[src/rtl/dmem_arbiter.sv]
// Arbitrates the single data-memory port between the CPU MEM stage and the debug/dump requester.
// The CPU has priority, but the debug side is forced in after STARVE_MAX lost conflict cycles.
module dmem_arbiter #(
    parameter int N          = 64,
    parameter int AW         = 64,
    parameter int STARVE_MAX = 4
) (
    input  logic          CLOCK_50,
    input  logic          reset,
    input  logic          cpu_req,
    input  logic          cpu_we,
    input  logic [AW-1:0] cpu_addr,
    input  logic [N-1:0]  cpu_wdata,
    output logic [N-1:0]  cpu_rdata,
    output logic          cpu_stall,
    input  logic          dbg_req,
    input  logic          dbg_lock,
    input  logic          dbg_we,
    input  logic [AW-1:0] dbg_addr,
    input  logic [N-1:0]  dbg_wdata,
    output logic          dbg_ack,
    output logic          dbg_rvalid,
    output logic [N-1:0]  dbg_rdata,
    output logic          mem_we,
    output logic [AW-1:0] mem_addr,
    output logic [N-1:0]  mem_wdata,
    input  logic [N-1:0]  mem_rdata
);

    localparam int CW = $clog2(STARVE_MAX + 1);

    typedef enum logic {S_CPU, S_DBG} state_t;

    state_t         state_q, state_d;
    logic [CW-1:0]  starveCnt_q, starveCnt_d;
    logic [CW-1:0]  cntInc;
    logic           dbgRead;
    logic           dbgRvalid_q;
    logic [N-1:0]   dbgRdata_q;

    // The count includes the current conflict cycle, so DBG wins right after STARVE_MAX CPU wins.
    always_comb begin
        state_d     = state_q;
        starveCnt_d = '0;
        cntInc      = (starveCnt_q == CW'(STARVE_MAX)) ? starveCnt_q : starveCnt_q + 1'b1;
        case (state_q)
            S_CPU: begin
                if (dbg_req) begin
                    if (!cpu_req) begin
                        state_d = S_DBG;
                    end else begin
                        starveCnt_d = cntInc;
                        if (cntInc == CW'(STARVE_MAX)) begin
                            state_d = S_DBG;
                        end
                    end
                end
            end
            S_DBG:   state_d = (dbg_lock && dbg_req) ? S_DBG : S_CPU;
            default: state_d = S_CPU;
        endcase
    end

    always_comb begin
        cpu_rdata = mem_rdata;
        cpu_stall = 1'b0;
        dbg_ack   = 1'b0;
        mem_we    = cpu_req & cpu_we;
        mem_addr  = cpu_addr;
        mem_wdata = cpu_wdata;
        if (state_q == S_DBG) begin
            cpu_stall = cpu_req;
            dbg_ack   = dbg_req;
            mem_we    = dbg_req & dbg_we;
            mem_addr  = dbg_addr;
            mem_wdata = dbg_wdata;
        end
        dbgRead = dbg_ack & ~dbg_we;
    end

    always_ff @(posedge CLOCK_50 or posedge reset) begin
        if (reset) begin
            state_q     <= S_CPU;
            starveCnt_q <= '0;
            dbgRvalid_q <= 1'b0;
            dbgRdata_q  <= '0;
        end else begin
            state_q     <= state_d;
            starveCnt_q <= starveCnt_d;
            dbgRvalid_q <= dbgRead;
            if (dbgRead) begin
                dbgRdata_q <= mem_rdata;
            end
        end
    end

    assign dbg_rvalid = dbgRvalid_q;
    assign dbg_rdata  = dbgRdata_q;

endmodule

[config.mk]
export PLATFORM = sky130hd
export DESIGN_NAME = dmem_arbiter
export DESIGN_NICKNAME = d
export VERILOG_FILES = /design/src/rtl/dmem_arbiter.sv
export SDC_FILE = /design/constraint.sdc
export NUM_CORES = 1
export LEC_CHECK = 0
export ABC_AREA = 1
export CAP_MARGIN = 40
export CORE_AREA = 2 2 227 229
export DETAILED_ROUTE_END_ITERATION = 10
export DIE_AREA = 0 0 229 231
export PLACE_DENSITY_LB_ADDON = 0.3
export SYNTH_ARGS = -nofsm -noshare
export SYNTH_HDL_FRONTEND = slang
export SYNTH_SLANG_ARGS = --single-unit
export TNS_END_PERCENT = 50
[constraint.sdc]
create_clock -name CLOCK_50 -period 4.6 [get_ports CLOCK_50]
set_input_delay 0.46 -clock CLOCK_50 [delete_from_list [all_inputs] [get_ports CLOCK_50]]
set_output_delay 0.46 -clock CLOCK_50 [all_outputs]
set_load 0.005 [all_outputs]
# == Yosys cells after proc, flatten, opt, wreduce, memory -nomap -nowiden ==
# Index checks and enable logic that the tools add are counted.
# word_totals
reg_bits,69
output_inout_bits,260
word_cells,27
# classes
add_sub_neg,1
reduce_logical,1
muxes,14
eq_ne,2
bitwise_logic,5
# op_table
operator,n
two-way mux 64 bit,2
two-way mux 3 bit,4
two-way mux 1 bit,7
"equality test 3 bit, second input constant",2
"adder 3 x 1 -> 3 bit, second input constant",1
AND 1 bit,3
NOT 1 bit,2
case mux 1 bit (2 select lines),1
logical AND 1 bit,1

# == Logic depth before layout (Yosys ltp) ==
# Gate-level depths: netlist (run 1).
# depth
ltp_word,7
mapped_depth,7
depth_no_buf,7

# == Worst setup path after synthesis (run 1) ==
# OpenSTA, ideal clock, no wires.
# synth_path
path_type,reg-to-output
from,register state_q
to,output mem_wdata[11]
t_arrival_ns,1.059
required_time_ns,4.140
path_stages_with_launch,6
setup_slack_ns,3.081
n_path_buf,2
path_cell_list,dfrtp_1 -> inv_1 -> buf_2 -> buf_1 -> nand2_1 -> nand2_1
# synth_between
elab_chain_len,1
# synth_rtl
item,line,text
"start, declared",34,"state_t state_q, state_d;"
"start signal, assigned",88,state_q <= state_d;
two-way mux 64 bit,71,if (state_q == S_DBG) begin
"end, declared",26,"output logic [N-1:0] mem_wdata,"
# No other way between the ends.

# == Final worst setup path (run 1) ==
# layout_path
from,register state_q
to,output mem_addr[47]
# layout_between
elab_chain_len,1
# layout_rtl
item,line,text
two-way mux 64 bit,71,
"end, declared",25,"output logic [AW-1:0] mem_addr,"
# No other way between the ends.

==> metrics.md, run 1 <==
| Metric | Value |
|---|---|
| 1st-iter DRT viols | `482` |
| RD Place Congestion | `about 0.9` |
| Critical Path Fanout Max | `71` |
| Syn Area/Cell | `a little over 6 um2` |
| Max-slew headroom | `approximately half` |
| Setup bufs post-CTS | `0` |
| Xor/xnor cell area share of the yosys netlist | `0%` |
| # nets final | `approximately 1600` |
| CTS Hold Bufs | `0` |
| Slew @ Worst Pin | `about 770 ps` |
| Layout Cells excl Fill | `1970` |
| Crit. End Element | `output pin` |
| CTS tree | `built` |
| Register area share after synthesis | `approximately 37%` |
| Largest net degree at the start of global routing | `72` |
| First-pass DRT Iterations | `5` |
| Count of final setup violators | `0` |
| Clock sinks | `around 70` |
| Final setup skew | `between 6 and 7 ps` |
| Mux share of post-synthesis cell area | `0%` |
| Max clock buf depth | `2` |
| CTS Buf Count | `9` |
| Seq pwr share | `approximately 28%` |
| First-pass GRT wire length | `approximately 46 mm` |
| Synthesized area | `approximately 4700 um2` |
| Vias | `around 6600` |
| Detailed Place HPWL | `29.3 mm` |
| Outcome | `completed` |
| Die width | `229 um` |
| Fillers | `approximately 5700` |
| Final slew viol count | `0` |
| Placed insts | `between 1500 and 2000` |
| Rows | `83` |
| Sw Share | `between 30% and 40%` |
| Synth Net Count | `approximately 1100` |
| Worst Reg-to-Reg Cells | `4` |
| Min Tclk post-route | `about 3200 ps` |
| Int Power | `around 0.0020 W` |
| Total grt overflow | `0` |
| Period Utilization, post-route | `70.0%` |
| Clock share of power | `a little over a quarter` |
| Initial antenna violation count | `6` |
| RSZ-0062 raised after global routing | `false` |
| DRC | `0` |
| Die Y | `about 230 um` |
| # IOs | `around 590` |
| Post-Synthesis Cells | `between 700 and 800` |
| CP Launch Type | `flop` |
| Post-route setup TNS | `0 ps` |
| Fin. Hold Viols | `0` |
| Reg-to-reg setup timing slack | `2520 ps` |
| Ys Warns | `0` |
| Resize count post-CTS | `0` |
| Vias in the first global route | `6356` |
| Switching pwr | `~0.00085 W` |
| Peak supply drop | `132 uV` |
| Share of cells above drive strength 1 | `2.17%` |
| Final wirelength | `34.0 mm` |
| IO buf count | `about 590` |
| Leakage | `just over 5 nW` |
| Crit Reg-Reg Endpoint | `state_q` |
| Fmax | `between 300 and 400 MHz` |
| Largest family of logic cells by synthesized area | `simple AND/OR/NAND/NOR gates` |
| Combinational Power Share | `44.7%` |
| Root Buffer Master | `clkbuf_16` |
| Post-DR vias/cell | `3.37` |
| Htree depth | `3` |
| Crit path DAT | `around 2800 ps` |
| Worst skew pair latency | `~340 ps` |
| GRT Util Overall | `a little under an eighth` |
| Wire per inst | `17.3 um` |
| Seq cells post-synth | `slightly below 70` |
| Max Cap Viol | `0` |
| End point of the critical path | `mem_addr[47]` |
| Simple-Gate Fraction of Synth Area | `a little under half` |
| Synth Area in Compound Gates | `0.397%` |
| Critical R2R Launch | `state_q` |
| Critical path type | `flop to output pin` |
| Hold Path Class | `primary input to async pin` |
| Core area | `just over 50000 um2` |
| Die area | `between 50000 and 60000 um2` |
| Data required time of the worst path | `roughly 4100 ps` |
| Crit. Startpoint | `state_q` |
| Starting Density | `9.32%` |
| Synth-to-Final Area Change | `137%` |
| ANT nets after route | `0` |
| Register clock-pin slew on the reported worst setup and hold paths | `about 60 ps` |
| Yosys cell types | `15` |
| Post-synthesis adder-cell area fraction | `less than 1%` |
| Pwr/cell area | `255 nW/um2` |
[critical path: stages (launching register included)]
cell and delay [ps]:
dfrtp_4 640, inv_4 570, buf_4 500, nand2_1 100
nand2_1 90, clkdlybuf4s50_1 500
[area by class of cell]
class | instances | area, um2 | share of cell area (%)
Timing Repair Buffer | 594 | 5940 | 53.1
Sequential cell | 69 | 1730 | 15.5
Antenna cell | 2 | 5.00 | 0.0448
Multi-Input combinational cell | 597 | 2280 | 20.4
Clock buffer | 10 | 229 | 2.05
Clock inverter | 6 | 95.1 | 0.851
Tap cell | 680 | 851 | 7.61
Inverter | 12 | 47.5 | 0.425
[cells in the final DEF, fill, tap and decap left out]
cell               n
inv_1              9
inv_2              2
clkbuf_16          9
diode_2            2
nand2_1          585
a21oi_1            1
clkdlybuf4s50_1  586
a22o_1             1
dfrtp_1           68
bufinv_16          2
dfrtp_4            1
nor2_4             1
ha_1               2
clkinv_4           3
nand3_1            4
clkbuf_1           1
buf_4              7
buf_12             1
nor2_1             2
inv_6              1
o21ai_0            1
inv_4              1
[layer usage]
metal,share of wire [%],GRT usage [%],up-vias
met5,0,0,-
met4,0.70,2.07,0
met3,9.4,4.40,13
met2,47,19.0,332
met1,43,15.7,3028
li1,-,-,3270
[Yosys cell counts]
master    instances  area [um2]
nand2_1         585        2200
buf_4            70         526
dfrtp_1          69        1730
buf_2            18        90.1
clkbuf_1         16        60.1
inv_1            11        41.3
nand3_1           4        20.0
ha_1              2        25.0
nor2_1            2        7.51
a21oi_1           1        5.00
a22o_1            1        8.76
buf_1             1        3.75
inv_2             1        3.75
nor2_2            1        6.26
o21ai_0           1        5.00
[how the worst min path moves through the flow]
stage,depth (start not counted),slack [ps],endpoint,start
6_report,2,340,dbg_rdata[49],reset
5_1_grt,2,330,dbg_rdata[49],reset
4_1_cts,2,330,dbg_rdata[49],reset
3_5_place_dp,2,460,dbg_rdata[57],dbg_rdata[57]
3_3_place_gp,2,450,dbg_rdata[34],dbg_rdata[34]
2_1_floorplan,2,470,dbg_rdata[0],dbg_rdata[0]
[stage by stage]
stage / util (%) / hold WS [ps] / total power (W) / setup slack, ps / instance area [um2]
2_1_floorplan: - / 465 / 0.00114 / 2400 / 4720
3_3_place_gp: 21.4 / 452 / 0.00210 / 1710 / 10800
3_5_place_dp: 21.4 / 457 / 0.00210 / 1680 / 10800
4_1_cts: 22.0 / 327 / 0.00291 / 1290 / 11200
5_1_grt: 22.0 / 332 / 0.00303 / 1130 / 11200
6_report: 22.0 / 343 / 0.00285 / 1380 / 11200
[state kept, by name, indices dropped and copies added (netlist names)]
name and flops:
dbg_rdata 64, dbg_rvalid 1, starveCnt_q 3, state_q 1
[power groups by stage]
| stage | sequential (W) | combinational (W) | clock, W |
|---|---|---|---|
| 2_1_floorplan | 0.000818 | 0.000327 | 0 |
| 3_3_place_gp | 0.000811 | 0.00129 | 0 |
| 3_5_place_dp | 0.000815 | 0.00129 | 0 |
| 4_1_cts | 0.000807 | 0.00130 | 0.000810 |
| 5_1_grt | 0.000822 | 0.00138 | 0.000833 |
| 6_report | 0.000805 | 0.00127 | 0.000768 |
[logic make-up (layout without fill, tap and decap cells)]
logic type               Yosys count  in the layout
AO/OA/AOI/OAI                      3              3
adder cells (fa/ha/maj)            2              2
buffers and inverters            117            622
flip-flops                        69             69
other                              0              2
AND/OR/NAND/NOR                  592            592
(Power assumes the default switching activity.)
==> inputs of run 2 (changes only) <==
--- a/config.mk
+++ b/config.mk
@@ -7,9 +7,9 @@
 export LEC_CHECK = 0
 export ABC_AREA = 1
 export CAP_MARGIN = 40
-export CORE_AREA = 2 2 227 229
+export CORE_AREA = 2 2 229 231
 export DETAILED_ROUTE_END_ITERATION = 10
-export DIE_AREA = 0 0 229 231
+export DIE_AREA = 0 0 231 233
 export PLACE_DENSITY_LB_ADDON = 0.3
 export SYNTH_ARGS = -nofsm -noshare
 export SYNTH_HDL_FRONTEND = slang
==> constraint.sdc (replaced) <==
create_clock -name CLOCK_50 -period 3.4 [get_ports CLOCK_50]
set_input_delay 0.34 -clock CLOCK_50 [delete_from_list [all_inputs] [get_ports CLOCK_50]]
set_output_delay 0.34 -clock CLOCK_50 [all_outputs]
set_load 0.005 [all_outputs]
==> run 2 against run 1 <==
Die area grew 1.7%. Clock skew grew 1.6 ps. Sequential share of layout area hardly changed. Clock-buffer cell count up 3. Hold slack better by 72 ps. Global-route usage down 0.75 points. Utilization down 0.16 points. Non-clock buffer count rose by 1. Routed wire length fell by 3.5%. Sequential power grew 34%. First-iteration DRC count fell by 44%. Critical path depth did not move. Largest cell class unchanged.
==> metrics.md, run 2 (synthesis gave the netlist of run 1 again) <==
| Metric | Value |
|---|---|
| Critical Path Fanout Max | `49 (was 71)` |
| Core area | `51100 um2 (was 50700 um2)` |
| CTS tree | `built (unchanged)` |
| Final setup skew | `7.73 ps (was 6.10 ps)` |
| Peak supply drop | `182 uV (was 132 uV)` |
| Fin. Hold Viols | `0 (unchanged)` |
| # nets final | `1613 (was 1612)` |
| 1st-iter DRT viols | `271 (was 482)` |
| Wire per inst | `16.7 um (was 17.3 um)` |
| Fmax | `around 360 MHz` |
| Slowest-stage cell, CP | `clkdlybuf4s50_1 (was dfrtp_4)` |
| Synth-to-Final Area Change | `137% (about the same)` |
| Post-DR vias/cell | `3.27 (was 3.37)` |
| Min Tclk post-route | `2770 ps` |
| Initial antenna violation count | `4 (was 6)` |
| Most frequent cells in the layout | `clkdlybuf4s50_1, nand2_1, dfrtp_1 (unchanged)` |
| Post-route setup TNS | `0 ps (unchanged)` |
| Buffers & Inverters on Critical Path | `3 (unchanged)` |
| Die Y | `233 um (was 231 um)` |
| Final wirelength | `32.8 mm (was 34.0 mm)` |
| Crit. End Element | `output pin (unchanged)` |
| Final slew viol count | `0 (unchanged)` |
| Setup bufs post-CTS | `0 (unchanged)` |
| Root Buffer Master | `clkbuf_16 (unchanged)` |
| Vias | `6433 (was 6643)` |
| DRC | `0 (unchanged)` |
| Starting Density | `9.25% (was 9.32%)` |
| Post-route cell area | `11200 um2 (about the same)` |
| Pwr/cell area | `328 nW/um2 (was 255 nW/um2)` |
| Critical path type | `flop to output pin (unchanged)` |
| First-pass GRT wire length | `44.0 mm (was 45.6 mm)` |
| Register clock-pin slew on the reported worst setup and hold paths | `60 ps (about the same)` |
| Htree depth | `3 (unchanged)` |
| IO buf count | `586 (unchanged)` |
| Reg-to-reg setup timing slack | `1520 ps (was 2520 ps)` |
| GRT Util Overall | `11.2% (was 12.0%)` |
| Rows | `83 (unchanged)` |
| CP Launch Type | `flop (unchanged)` |
| Commonest non-fill, non-tap cell in the layout | `clkdlybuf4s50_1 (unchanged)` |
| Fillers | `5738 (unchanged)` |
| Total grt overflow | `0 (unchanged)` |
| CTS Buf Count | `9 (unchanged)` |
| Leakage | `5.09 nW (was 5.10 nW)` |
| Max clock buf depth | `2 (unchanged)` |
| Max Cap Viol | `0 (unchanged)` |
| RD Place Congestion | `0.761 (was 0.920)` |
| Crit path DAT | `2430 ps (was 2760 ps)` |
| Critical Path Most Common Cell | `nand2_1 (unchanged)` |
| Placement-stage cell area | `10900 um2 (was 10800 um2)` |
| Outcome | `completed (unchanged)` |
| Count of final setup violators | `0 (unchanged)` |
| Clock sinks | `69 (unchanged)` |
| Period Utilization, post-route | `81.4%` |
| Max reg flops | `64 (unchanged)` |
| Detailed Place HPWL | `27.8 mm (was 29.3 mm)` |
| CP max stage delay | `600 ps (was 640 ps)` |
| Resize count post-CTS | `0 (unchanged)` |
| Largest net degree at the start of global routing | `131 (was 72)` |
| Max-slew headroom | `43.7% (was 49.0%)` |
| Data required time of the worst path | `3060 ps (was 4140 ps)` |
| CP top delay family | `buffers and inverters (unchanged)` |
| # IOs | `587 (unchanged)` |
| ANT nets after route | `0 (unchanged)` |
| First-pass DRT Iterations | `7 (was 5)` |
| Multi-input logic area | `2280 um2 (unchanged)` |
| Die width | `231 um (was 229 um)` |
| Die area | `53800 um2 (was 52900 um2)` |
| Register area | `1730 um2 (unchanged)` |
| Share of cells above drive strength 1 | `2.17% (about the same)` |
| Worst skew pair latency | `340 ps (about the same)` |
| Ant diodes | `0 (was 2)` |
| Crit path cell chain | `inv_4, buf_12, nand2_1, nand2_1, clkdlybuf4s50_1 (was inv_4, buf_4, nand2_1, nand2_1, clkdlybuf4s50_1)` |
| RSZ-0062 raised after global routing | `false (unchanged)` |
| Vias in the first global route | `6395 (was 6356)` |
| Slew @ Worst Pin | `845 ps (was 765 ps)` |
| CTS Hold Bufs | `0 (unchanged)` |
| Layout Utilization | `21.9% (was 22.0%)` |
| Hold Path Class | `primary input to async pin (unchanged)` |
## run 2: cell types whose count changed in the layout (fill, tap and decap cells not counted)
cell	delta
clkbuf_8	+2
bufinv_16	-2
clkinv_2	+1
clkbuf_1	+1
clkinvlp_4	+2
clkinv_4	-3
diode_2	-2
buf_12	+4
inv_6	-1
buf_4	-3
## run 2: cell type report
| class | instances | area share, % |
|---|---|---|
| clock buffer | 13 | 2.33 |
| clock inverter | 3 | 0.179 |
| inverter | 12 | 0.425 |
| multi-input combinational | 597 | 20.4 |
| sequential | 69 | 15.5 |
| tap | 680 | 7.61 |
| timing repair buffer | 595 | 53.6 |
## run 2: tightest hold or removal path: cells and delay by family
family | cells | cell delay [ps]
buffers and inverters | 3 | 770
## run 2: metal layers
layer / global-route usage (%) / wire length [um]
met1: 14.0 / 13700
met3: 2.62 / 2150
met4: 1.39 / 183
met5: 0 / 0
met2: 20.1 / 16800
## run 2: path summary, 6_finish.rpt
path	start	cells past startpoint	end
setup / recovery	state_q	5	mem_wdata[31]
hold / removal	reset	3	dbg_rdata[4]
setup reg to reg	state_q	7	dbg_rdata[6]
hold reg to reg	dbg_rdata[47]	2	dbg_rdata[47]
max in group asynchronous	reset	3	state_q
min in group CLOCK_50	dbg_rdata[47]	2	dbg_rdata[47]
## run 2: metrics by stage
step | power [W] | instances | hold slack (ps) | setup slack [ps]
3_3_place_gp | 0.00282 | 1952 | 456 | 919
2_1_floorplan | 0.00155 | 783 | 457 | 1320
5_1_grt | 0.00390 | 1969 | 443 | 448
3_5_place_dp | 0.00282 | 1953 | 457 | 901
4_1_cts | 0.00376 | 1969 | 428 | 523
6_report | 0.00366 | 1969 | 415 | 632
## run 2: report_power, final
group          internal (W)  total (W)  switching, W
clock              0.000533   0.000885      0.000352
combinational       0.00106    0.00170      0.000632
sequential         0.000992    0.00108     0.0000910
==> inputs of run 3 (changes only) <==
==> constraint.sdc (replaced) <==
create_clock -name CLOCK_50 -period 2.2 [get_ports CLOCK_50]
set_input_delay 0.22 -clock CLOCK_50 [delete_from_list [all_inputs] [get_ports CLOCK_50]]
set_output_delay 0.22 -clock CLOCK_50 [all_outputs]
set_load 0.005 [all_outputs]
==> run 3 against run 2 <==
Sequential power grew 56%. Routed wire length grew 1.4%. Setup slack lost 610 ps. Utilization grew 0.78 points. Register-to-register slack lost 910 ps. Final cell count grew 0.81%. Total power grew 61%. Critical endpoint is now mem_wdata[50]. Largest power group unchanged.
==> metrics.md, run 3 (synthesis gave the netlist of run 1 again) <==
| Metric | Value |
|---|---|
| Outcome | `completed (unchanged)` |
| Clock sinks | `69 (unchanged)` |
| CTS Buf Count | `9 (unchanged)` |
| Worst skew pair latency | `340 ps (about the same)` |
| Htree depth | `3 (unchanged)` |
| Final wirelength | `33.3 mm (was 32.8 mm)` |
| Max clock buf depth | `2 (unchanged)` |
| Pwr/cell area | `510 nW/um2 (was 328 nW/um2)` |
| Fmax | `459 MHz` |
| Commonest non-fill, non-tap cell in the layout | `nand2_1 (was clkdlybuf4s50_1)` |
| Data required time of the worst path | `1980 ps (was 3060 ps)` |
| Crit. End Element | `output pin (unchanged)` |
| Most frequent cells in the layout | `nand2_1, clkdlybuf4s50_1, dfrtp_1 (was clkdlybuf4s50_1, nand2_1, dfrtp_1)` |
| Share of cells above drive strength 1 | `4.37% (was 2.17%)` |
| Leakage | `5.61 nW (was 5.09 nW)` |
| Largest net degree at the start of global routing | `65 (was 131)` |
| # nets final | `1629 (was 1613)` |
| Vias | `6605 (was 6433)` |
| Die Y | `233 um (unchanged)` |
| Initial antenna violation count | `0 (was 4)` |
| Starting Density | `9.25% (unchanged)` |
| Hold Path Class | `primary input to async pin (unchanged)` |
| Max-slew headroom | `77.2% (was 43.7%)` |
| Placement-stage cell area | `11000 um2 (was 10900 um2)` |
| Detailed Place HPWL | `27.4 mm (was 27.8 mm)` |
| First-pass DRT Iterations | `7 (unchanged)` |
| Hold_ws | `100 ps (was 415 ps)` |
| Post-route cell area | `11600 um2 (was 11200 um2)` |
| Core area | `51100 um2 (unchanged)` |
| Ant diodes | `0 (unchanged)` |
| Register clock-pin slew on the reported worst setup and hold paths | `60 ps (about the same)` |
| Period Utilization, post-route | `99.1%` |
| Max Cap Viol | `0 (unchanged)` |
| Crit path DAT | `1960 ps (was 2430 ps)` |
| 1st-iter DRT viols | `303 (was 271)` |
| Critical Path Fanout Max | `29 (was 49)` |
| Total grt overflow | `0 (unchanged)` |
| Die width | `231 um (unchanged)` |
| Rows | `83 (unchanged)` |
| DRC | `0 (unchanged)` |
| Vias in the first global route | `6588 (was 6395)` |
| Count of final setup violators | `0 (unchanged)` |
| Synth-to-Final Area Change | `145% (was 137%)` |
| Critical path type | `flop to output pin (unchanged)` |
| Slew @ Worst Pin | `343 ps (was 845 ps)` |
| CP Launch Type | `flop (unchanged)` |
| GRT Util Overall | `11.2% (about the same)` |
| Final setup skew | `4.25 ps (was 7.73 ps)` |
| Fillers | `5731 (was 5738)` |
| # IOs | `587 (unchanged)` |
| ANT nets after route | `0 (unchanged)` |
| Post-DR vias/cell | `3.33 (was 3.27)` |
| Root Buffer Master | `clkbuf_16 (unchanged)` |
| Peak supply drop | `308 uV (was 182 uV)` |
| CTS tree | `built (unchanged)` |
| Tot Pwr | `0.00591 W (was 0.00366 W)` |
| First-pass GRT wire length | `44.3 mm (was 44.0 mm)` |
| Die area | `53800 um2 (unchanged)` |
| RD Place Congestion | `0.811 (was 0.761)` |
| Fin. Hold Viols | `0 (unchanged)` |
| Final slew viol count | `0 (unchanged)` |
| Reg-to-reg setup timing slack | `610 ps (was 1520 ps)` |
| RSZ-0062 raised after global routing | `true (was false)` |
| Min Tclk post-route | `approximately 2200 ps` |
| IO buf count | `586 (unchanged)` |
| Max reg flops | `64 (unchanged)` |
| Wire per inst | `16.8 um (was 16.7 um)` |
[run 3: cell types whose count changed in the layout (fill, tap and decap cells not counted), sizes merged, moves of 2 or more]
cell,before,now
clkdlybuf4s50,586,528
dlymetal6s2s,0,29
dlygate4sd2,0,23
buf,9,29
clkbuf,13,15
[run 3: metal layers]
metal	GRT usage, %	vias up	routed length, um
met4	1.77	0	235
li1	-	3296	-
met1	13.8	3001	13600
met2	19.5	297	16800
met3	3.43	11	2560
met5	0	-	0
[run 3: critical path: stages (launching register included)]
cell and delay (ps):
dfrtp_4 560, clkinv_8 120, buf_12 180, nand2_1 80, nand2_1 140, clkdlybuf4s50_1 530
[run 3: path summary, 6_finish.rpt]
check,start,end,cells after the start
setup / recovery,state_q,mem_wdata[50],5
max in group asynchronous,reset,state_q,3
min in group CLOCK_50,mem_rdata[24],dbg_rdata[24],3
hold / removal,reset,dbg_rdata[38],2
setup reg to reg,state_q,dbg_rdata[0],7
hold reg to reg,dbg_rdata[7],dbg_rdata[7],2
[run 3: metrics by stage]
stage               util (%)  setup WS [ps]  std cells  setup TNS [ps]
CTS                     22.4          -12.7       1982           -90.7
global route            22.7          -28.8       1985           -83.0
detailed placement      21.5            221       1958               0
floorplan                  -            240        783               0
global placement        21.5            225       1958               0
finish                  22.7           20.8       1985               0
[run 3: report_power, final]
group	leakage, nW	internal [W]	total [W]	switching [W]
sequential	0.870	0.00153	0.00168	0.000146
combinational	4.59	0.00168	0.00271	0.00103
clock	0.152	0.000969	0.00152	0.000551
[run 3: layout make-up]
| type | instances | area, um2 | share of cell area (%) |
|---|---|---|---|
| Timing Repair Buffer | 611 | 6340 | 54.7 |
| Sequential cell | 69 | 1730 | 14.9 |
| Clock inverter | 3 | 42.5 | 0.367 |
| Tap cell | 680 | 851 | 7.35 |
| Clock buffer | 13 | 270 | 2.33 |
| Inverter | 12 | 57.6 | 0.497 |
| Multi-Input combinational cell | 597 | 2290 | 19.8 |
[run 3: what timing repair did]
item	CTS	global route
pin swaps	1	0
setup endpoints to repair	91	83
resized for setup	41	34
hold buffers	0	0
buffers inserted	5	1
cloned	3	2
